**src/rtl/ntt_bf_addsub.sv**
```systemverilog
// NTT butterfly back end: delays u alongside mo_mul, forms (u+t) and (u-t) mod Q,
// and buffers results in an output FIFO guarded by a credit-based in_ready.
module ntt_bf_addsub #(
    parameter int DATA_WIDTH = 12,
    parameter int Q          = 3329,
    parameter int MUL_DELAY  = 4,
    parameter int FIFO_DEPTH = 8
) (
    input  logic                              clk,
    input  logic                              rst,
    input  logic                              in_valid,
    output logic                              in_ready,
    input  logic [DATA_WIDTH-1:0]             u,
    input  logic [DATA_WIDTH:0]               t,
    output logic                              out_valid,
    input  logic                              out_ready,
    output logic [DATA_WIDTH-1:0]             out_add,
    output logic [DATA_WIDTH-1:0]             out_sub,
    output logic [$clog2(FIFO_DEPTH+1)-1:0]   fifo_cnt
);

    localparam int DW = DATA_WIDTH;
    localparam int CW = $clog2(FIFO_DEPTH + 1);
    localparam int PW = (FIFO_DEPTH > 1) ? $clog2(FIFO_DEPTH) : 1;
    localparam int OW = $clog2(FIFO_DEPTH + MUL_DELAY + 2) + 1;
    localparam logic signed [DW+1:0] QS = (DW+2)'(Q);

    if (FIFO_DEPTH < MUL_DELAY + 3) begin : g_depth_chk
        $error("ntt_bf_addsub: FIFO_DEPTH must be >= MUL_DELAY+3");
    end

    logic                   en_q;
    logic [MUL_DELAY-1:0]   vld_q;
    logic [DW-1:0]          ud_q [MUL_DELAY];
    logic                   s1_vld_q;
    logic signed [DW+1:0]   s_q, d_q;
    logic signed [DW+1:0]   s_d, d_d;
    logic [DW-1:0]          res_add, res_sub;
    logic [DW-1:0]          mem_add [FIFO_DEPTH];
    logic [DW-1:0]          mem_sub [FIFO_DEPTH];
    logic [PW-1:0]          rd_q, rd_d, wr_q, wr_d;
    logic [CW-1:0]          cnt_q, cnt_d;
    logic [DW-1:0]          out_add_q, out_add_d, out_sub_q, out_sub_d;
    logic [OW-1:0]          occ;
    logic                   xfer, push, pop;

    function automatic logic [DW-1:0] fold(input logic signed [DW+1:0] x);
        if (x < 0)        return DW'(x + QS);
        else if (x >= QS) return DW'(x - QS);
        else              return DW'(x);
    endfunction

    function automatic logic [PW-1:0] inc(input logic [PW-1:0] p);
        return (p == PW'(FIFO_DEPTH - 1)) ? '0 : p + PW'(1);
    endfunction

    assign xfer      = in_valid & in_ready;
    assign push      = s1_vld_q;
    assign out_valid = (cnt_q != '0);
    assign pop       = out_valid & out_ready;
    assign in_ready  = en_q & (occ < OW'(FIFO_DEPTH));
    assign out_add   = out_add_q;
    assign out_sub   = out_sub_q;
    assign fifo_cnt  = cnt_q;

    // Credit: everything already accepted, whether buffered or still in flight.
    always_comb begin
        occ = OW'(cnt_q) + OW'(s1_vld_q);
        for (int i = 0; i < MUL_DELAY; i++) occ = occ + OW'(vld_q[i]);
    end

    // Stage-1 sum/difference in signed DW+2 bits, ranges (-Q, 2Q).
    always_comb begin
        s_d = $signed({2'b00, ud_q[MUL_DELAY-1]}) + $signed({t[DW], t});
        d_d = $signed({2'b00, ud_q[MUL_DELAY-1]}) - $signed({t[DW], t});
    end

    // Stage-2 single conditional correction into [0, Q).
    always_comb begin
        res_add = fold(s_q);
        res_sub = fold(d_q);
    end

    // FIFO pointer/count update and next registered head value.
    always_comb begin
        rd_d      = pop  ? inc(rd_q) : rd_q;
        wr_d      = push ? inc(wr_q) : wr_q;
        cnt_d     = cnt_q + CW'(push) - CW'(pop);
        out_add_d = out_add_q;
        out_sub_d = out_sub_q;
        if (cnt_q == CW'(pop)) begin
            if (push) begin
                out_add_d = res_add;
                out_sub_d = res_sub;
            end
        end else begin
            out_add_d = mem_add[rd_d];
            out_sub_d = mem_sub[rd_d];
        end
    end

    // Delay line tracking mo_mul, then the stage-1 register.
    always_ff @(posedge clk or negedge rst) begin
        if (!rst) begin
            en_q     <= 1'b0;
            vld_q    <= '0;
            for (int i = 0; i < MUL_DELAY; i++) ud_q[i] <= '0;
            s1_vld_q <= 1'b0;
            s_q      <= '0;
            d_q      <= '0;
        end else begin
            en_q     <= 1'b1;
            vld_q[0] <= xfer;
            ud_q[0]  <= u;
            for (int i = 1; i < MUL_DELAY; i++) begin
                vld_q[i] <= vld_q[i-1];
                ud_q[i]  <= ud_q[i-1];
            end
            s1_vld_q <= vld_q[MUL_DELAY-1];
            if (vld_q[MUL_DELAY-1]) begin
                s_q <= s_d;
                d_q <= d_d;
            end
        end
    end

    // FIFO control state and registered head outputs.
    always_ff @(posedge clk or negedge rst) begin
        if (!rst) begin
            rd_q      <= '0;
            wr_q      <= '0;
            cnt_q     <= '0;
            out_add_q <= '0;
            out_sub_q <= '0;
        end else begin
            rd_q      <= rd_d;
            wr_q      <= wr_d;
            cnt_q     <= cnt_d;
            out_add_q <= out_add_d;
            out_sub_q <= out_sub_d;
        end
    end

    // FIFO storage; contents are don't-care until written.
    always_ff @(posedge clk) begin
        if (push) begin
            mem_add[wr_q] <= res_add;
            mem_sub[wr_q] <= res_sub;
        end
    end

    a_no_overflow: assert property (@(posedge clk) disable iff (!rst)
        !(push && !pop && cnt_q == CW'(FIFO_DEPTH)));

endmodule

```
**config.mk**
```make
export PLATFORM = sky130hd
export DESIGN_NAME = ntt_bf_addsub
export DESIGN_NICKNAME = d
export VERILOG_FILES = /design/src/rtl/ntt_bf_addsub.sv
export SDC_FILE = /design/constraint.sdc
export NUM_CORES = 1
export LEC_CHECK = 0
export ABC_AREA = 1
export BUFFER_PORTS_ARGS = -buffer_cell sky130_fd_sc_hd__buf_4
export CELL_PAD_IN_SITES_DETAIL_PLACEMENT = 0
export CELL_PAD_IN_SITES_GLOBAL_PLACEMENT = 1
export CORE_AREA = 3 3 186 188
export CTS_CLUSTER_SIZE = 28
export DETAILED_ROUTE_END_ITERATION = 16
export DIE_AREA = 0 0 189 191
export MAX_ROUTING_LAYER = met4
export PLACE_DENSITY_LB_ADDON = 0.15
export SETUP_SLACK_MARGIN = 0.1
export SYNTH_ARGS = -nofsm -noshare
export SYNTH_HDL_FRONTEND = slang
export SYNTH_SLANG_ARGS = --single-unit
```
**constraint.sdc**
```tcl
create_clock -name clk -period 2.7 [get_ports clk]
set_clock_uncertainty 0.15 [all_clocks]
set_input_delay 0.54 -clock clk [delete_from_list [all_inputs] [get_ports clk]]
set_output_delay 0.54 -clock clk [all_outputs]
set_load 0.005 [all_outputs]
```
==> metrics <==
final hold slack=0.103 ns; critical path, cell by cell=fa_1 -> inv_1 -> fa_2 -> inv_2 -> ha_4 -> nand2_2 -> o21bai_1 -> a21oi_1 -> buf_4; Leak=7.77 nW; design area=17300 um^2; Tmin final=3.16 ns; final core occ=52.0%; First-pass DRT Iterations=4; die height=191 um; number of synthesized flops with an enable pin=192; Total Routing Usage GR=22.3%; Worst Path Arrival=2.47 ns; nets@finish=1738; final setup violation count=1; Area growth syn-to-layout=16.8%; final period utilization=117%; total grt overflow=0; worst skew pair latency=0.52 ns; worst-case reg-to-reg path depth=12; slowest CP cell=fa_1; die area=36100 um^2; vias in the first global route=10600; Power Density=1180 nW/um^2; Synth warnings=0; post-synthesis sequential area ratio=58.3%; violated checks=negative setup slack; post-DP HPWL=24700 um; clk sinks=307; Max Cap Violations=0; Clock Pin Slew Worst Setup and Hold Paths=0.05 ns; core area=33300 um^2; Cell Rows=67; Final WS setup=-0.462 ns; post-synthesis register bit count=307; share of post-route cells with drive strength above 1=12.5%; Port Buffer Count=58; Hold Startpoint=in_valid; FF-to-FF Start=rd_q[0]; routability-driven placement congestion ratio=0.901; number of H-tree levels=2; final hold viol count=0; Cell Count, Final, Fillers Out=2135; asr flop ratio synth=37.5%; CP top delay family=adder cells; initial antenna violation count=0; Worst Hold End=vld_q[0]; drt first-iter violations=653; CTS tree=yes; Critical Path End Type=output port; Detailed Route WL=38400 um; Fmax=0.316 GHz; first-pass GRT wire length=60400 um; DRC viols=0; DR WL/cell=18.0 um; Setup CP Type=reg -> out; max-slew violations=0; Initial Utilization=44.5%; Vias=10800; Req. time, crit path=2.01 ns; Mean Syn Cell Area=9.47 um^2; worst hold path cell count=2; ANT nets after route=0; Via density=5.04; pin count of the biggest net entering global routing=60; clock buffer depth=3; FF-to-FF End=out_add[11]; clock buffer count from CTS=35; post-synthesis cell type count=47; crit-path max FO=2; RSZ-0062 raised after global routing=yes; Fillers=3048; R2R setup slack=0.30 ns; Post-Synthesis Cells=1565; num ports=59; Die W=189 um; Hold Path Class=in -> reg; CP max stage delay=0.54 ns; top_reg_cell synth=edfxtp_1; DP Area=15900 um^2; Max IR drop VDD=0.463 mV; Ant. Diodes=0; syn nets=1641; most frequent cells in the layout=427 x nand2_1, 221 x inv_1, 200 x nand3_1; outcome=finished, violations left; root buf cell=clkbuf_16; Buf/Inv on CP=3; Post-Place Cells=2055; commonest non-fill, non-tap cell in the layout=nand2_1; Total Power=20.4 mW; crit start category=flip-flop; mapped cell area=14800 um^2
==> logic make-up after synthesis <==
| group | Yosys count | synth area share (%) |
|---|---|---|
| AOI/OAI and AO/OA | 142 | 5.64 |
| other | 1 | 0.0253 |
| and+or+nand+nor | 767 | 22.9 |
| adders and majority gates | 47 | 4.22 |
| xor gates and xnor gates | 8 | 0.473 |
| buffers and inverters | 291 | 8.34 |
| muxes | 2 | 0.135 |
| DFF | 307 | 58.3 |
==> metrics by stage <==
step | worst slack, ns | TNS [ns]
3_5_place_dp | -0.0171 | -0.0171
4_1_cts | -0.531 | -0.531
5_1_grt | -0.568 | -0.568
6_report | -0.462 | -0.462
3_3_place_gp | 0.0139 | 0
2_1_floorplan | 0.132 | 0
==> layout make-up <==
cell class / instances / area [um^2] / area share [%]
Inverter: 231 / 867 / 5.01
Tap cell: 448 / 561 / 3.24
Multi-Input combinational cell: 967 / 5000 / 28.9
Sequential cell: 307 / 8640 / 49.9
Timing Repair Buffer: 120 / 1070 / 6.21
Clock inverter: 11 / 145 / 0.839
Clock buffer: 51 / 1020 / 5.88
==> Yosys cell counts, types with 8 or more instances <==
library cell	count	area, um^2
a21oi_1	30	150
nand4_1	18	113
nor2_1	66	248
nand3_1	200	1000
buf_2	27	135
buf_6	10	113
ha_1	42	526
dfrtp_1	115	2880
inv_2	9	33.8
nor3_1	10	50.1
buf_4	9	67.6
o211ai_1	30	225
nand2_1	428	1610
and2_1	8	50.1
clkbuf_1	10	37.5
o21ai_0	56	280
inv_1	222	833
edfxtp_1	192	5770
==> report_power, final <==
group	total, mW	switching (mW)	internal, mW	leakage [nW]
Combinational	8.43	5.62	2.81	4.10
Sequential	7.25	0.592	6.66	3.10
Clock	4.76	1.85	2.91	0.565
==> state kept, by name, indices dropped and copies added, names as in the netlist <==
signal,flops
out_add,12
mem_add,96
ud_q,48
fifo_cnt,4
push,1
mem_sub,96
d_q,14
rd_q,3
out_sub,12
vld_q,4
s_q,13
en_q,1
wr_q,3
==> worst max path at each step <==
stage	slack, ns	start	cells past startpoint	end
3_3_place_gp	0.01	fifo_cnt[0]	9	in_ready
3_5_place_dp	-0.02	fifo_cnt[0]	9	in_ready
2_1_floorplan	0.13	fifo_cnt[0]	8	in_ready
4_1_cts	-0.53	vld_q[2]	9	in_ready
6_report	-0.46	vld_q[2]	9	in_ready
5_1_grt	-0.57	vld_q[2]	9	in_ready
==> worst register-to-register path, cell delays in order, from the launching register on <==
cell and delay, ns:
dfrtp_1 0.43, ha_1 0.22, ha_1 0.17, nor2_1 0.14, nand3_2 0.16, nand2_4 0.16
buf_12 0.12, clkbuf_16 0.21, nand2_1 0.07, o211ai_1 0.08, nand3_1 0.10, nand3_1 0.15
nand3_1 0.10
==> routing by layer <==
layer	vias to the layer above	track usage [%]	routed length, um
met5	-	-	0
met4	0	8.02	1430
met3	88	2.95	1690
met2	249	37.0	18400
met1	5093	28.4	16900
li1	5333	-	-
==> timing repair <==
item / CTS / global route
resized for setup: 1 / 5
hold buffers: 13 / 0
hold endpoints to repair: 33 / 0
buffers inserted: 0 / 4
cloned: 0 / 1
pin swaps: 2 / 4
endpoints found under the setup margin: 1 / 9
(Power assumes the default switching activity.)
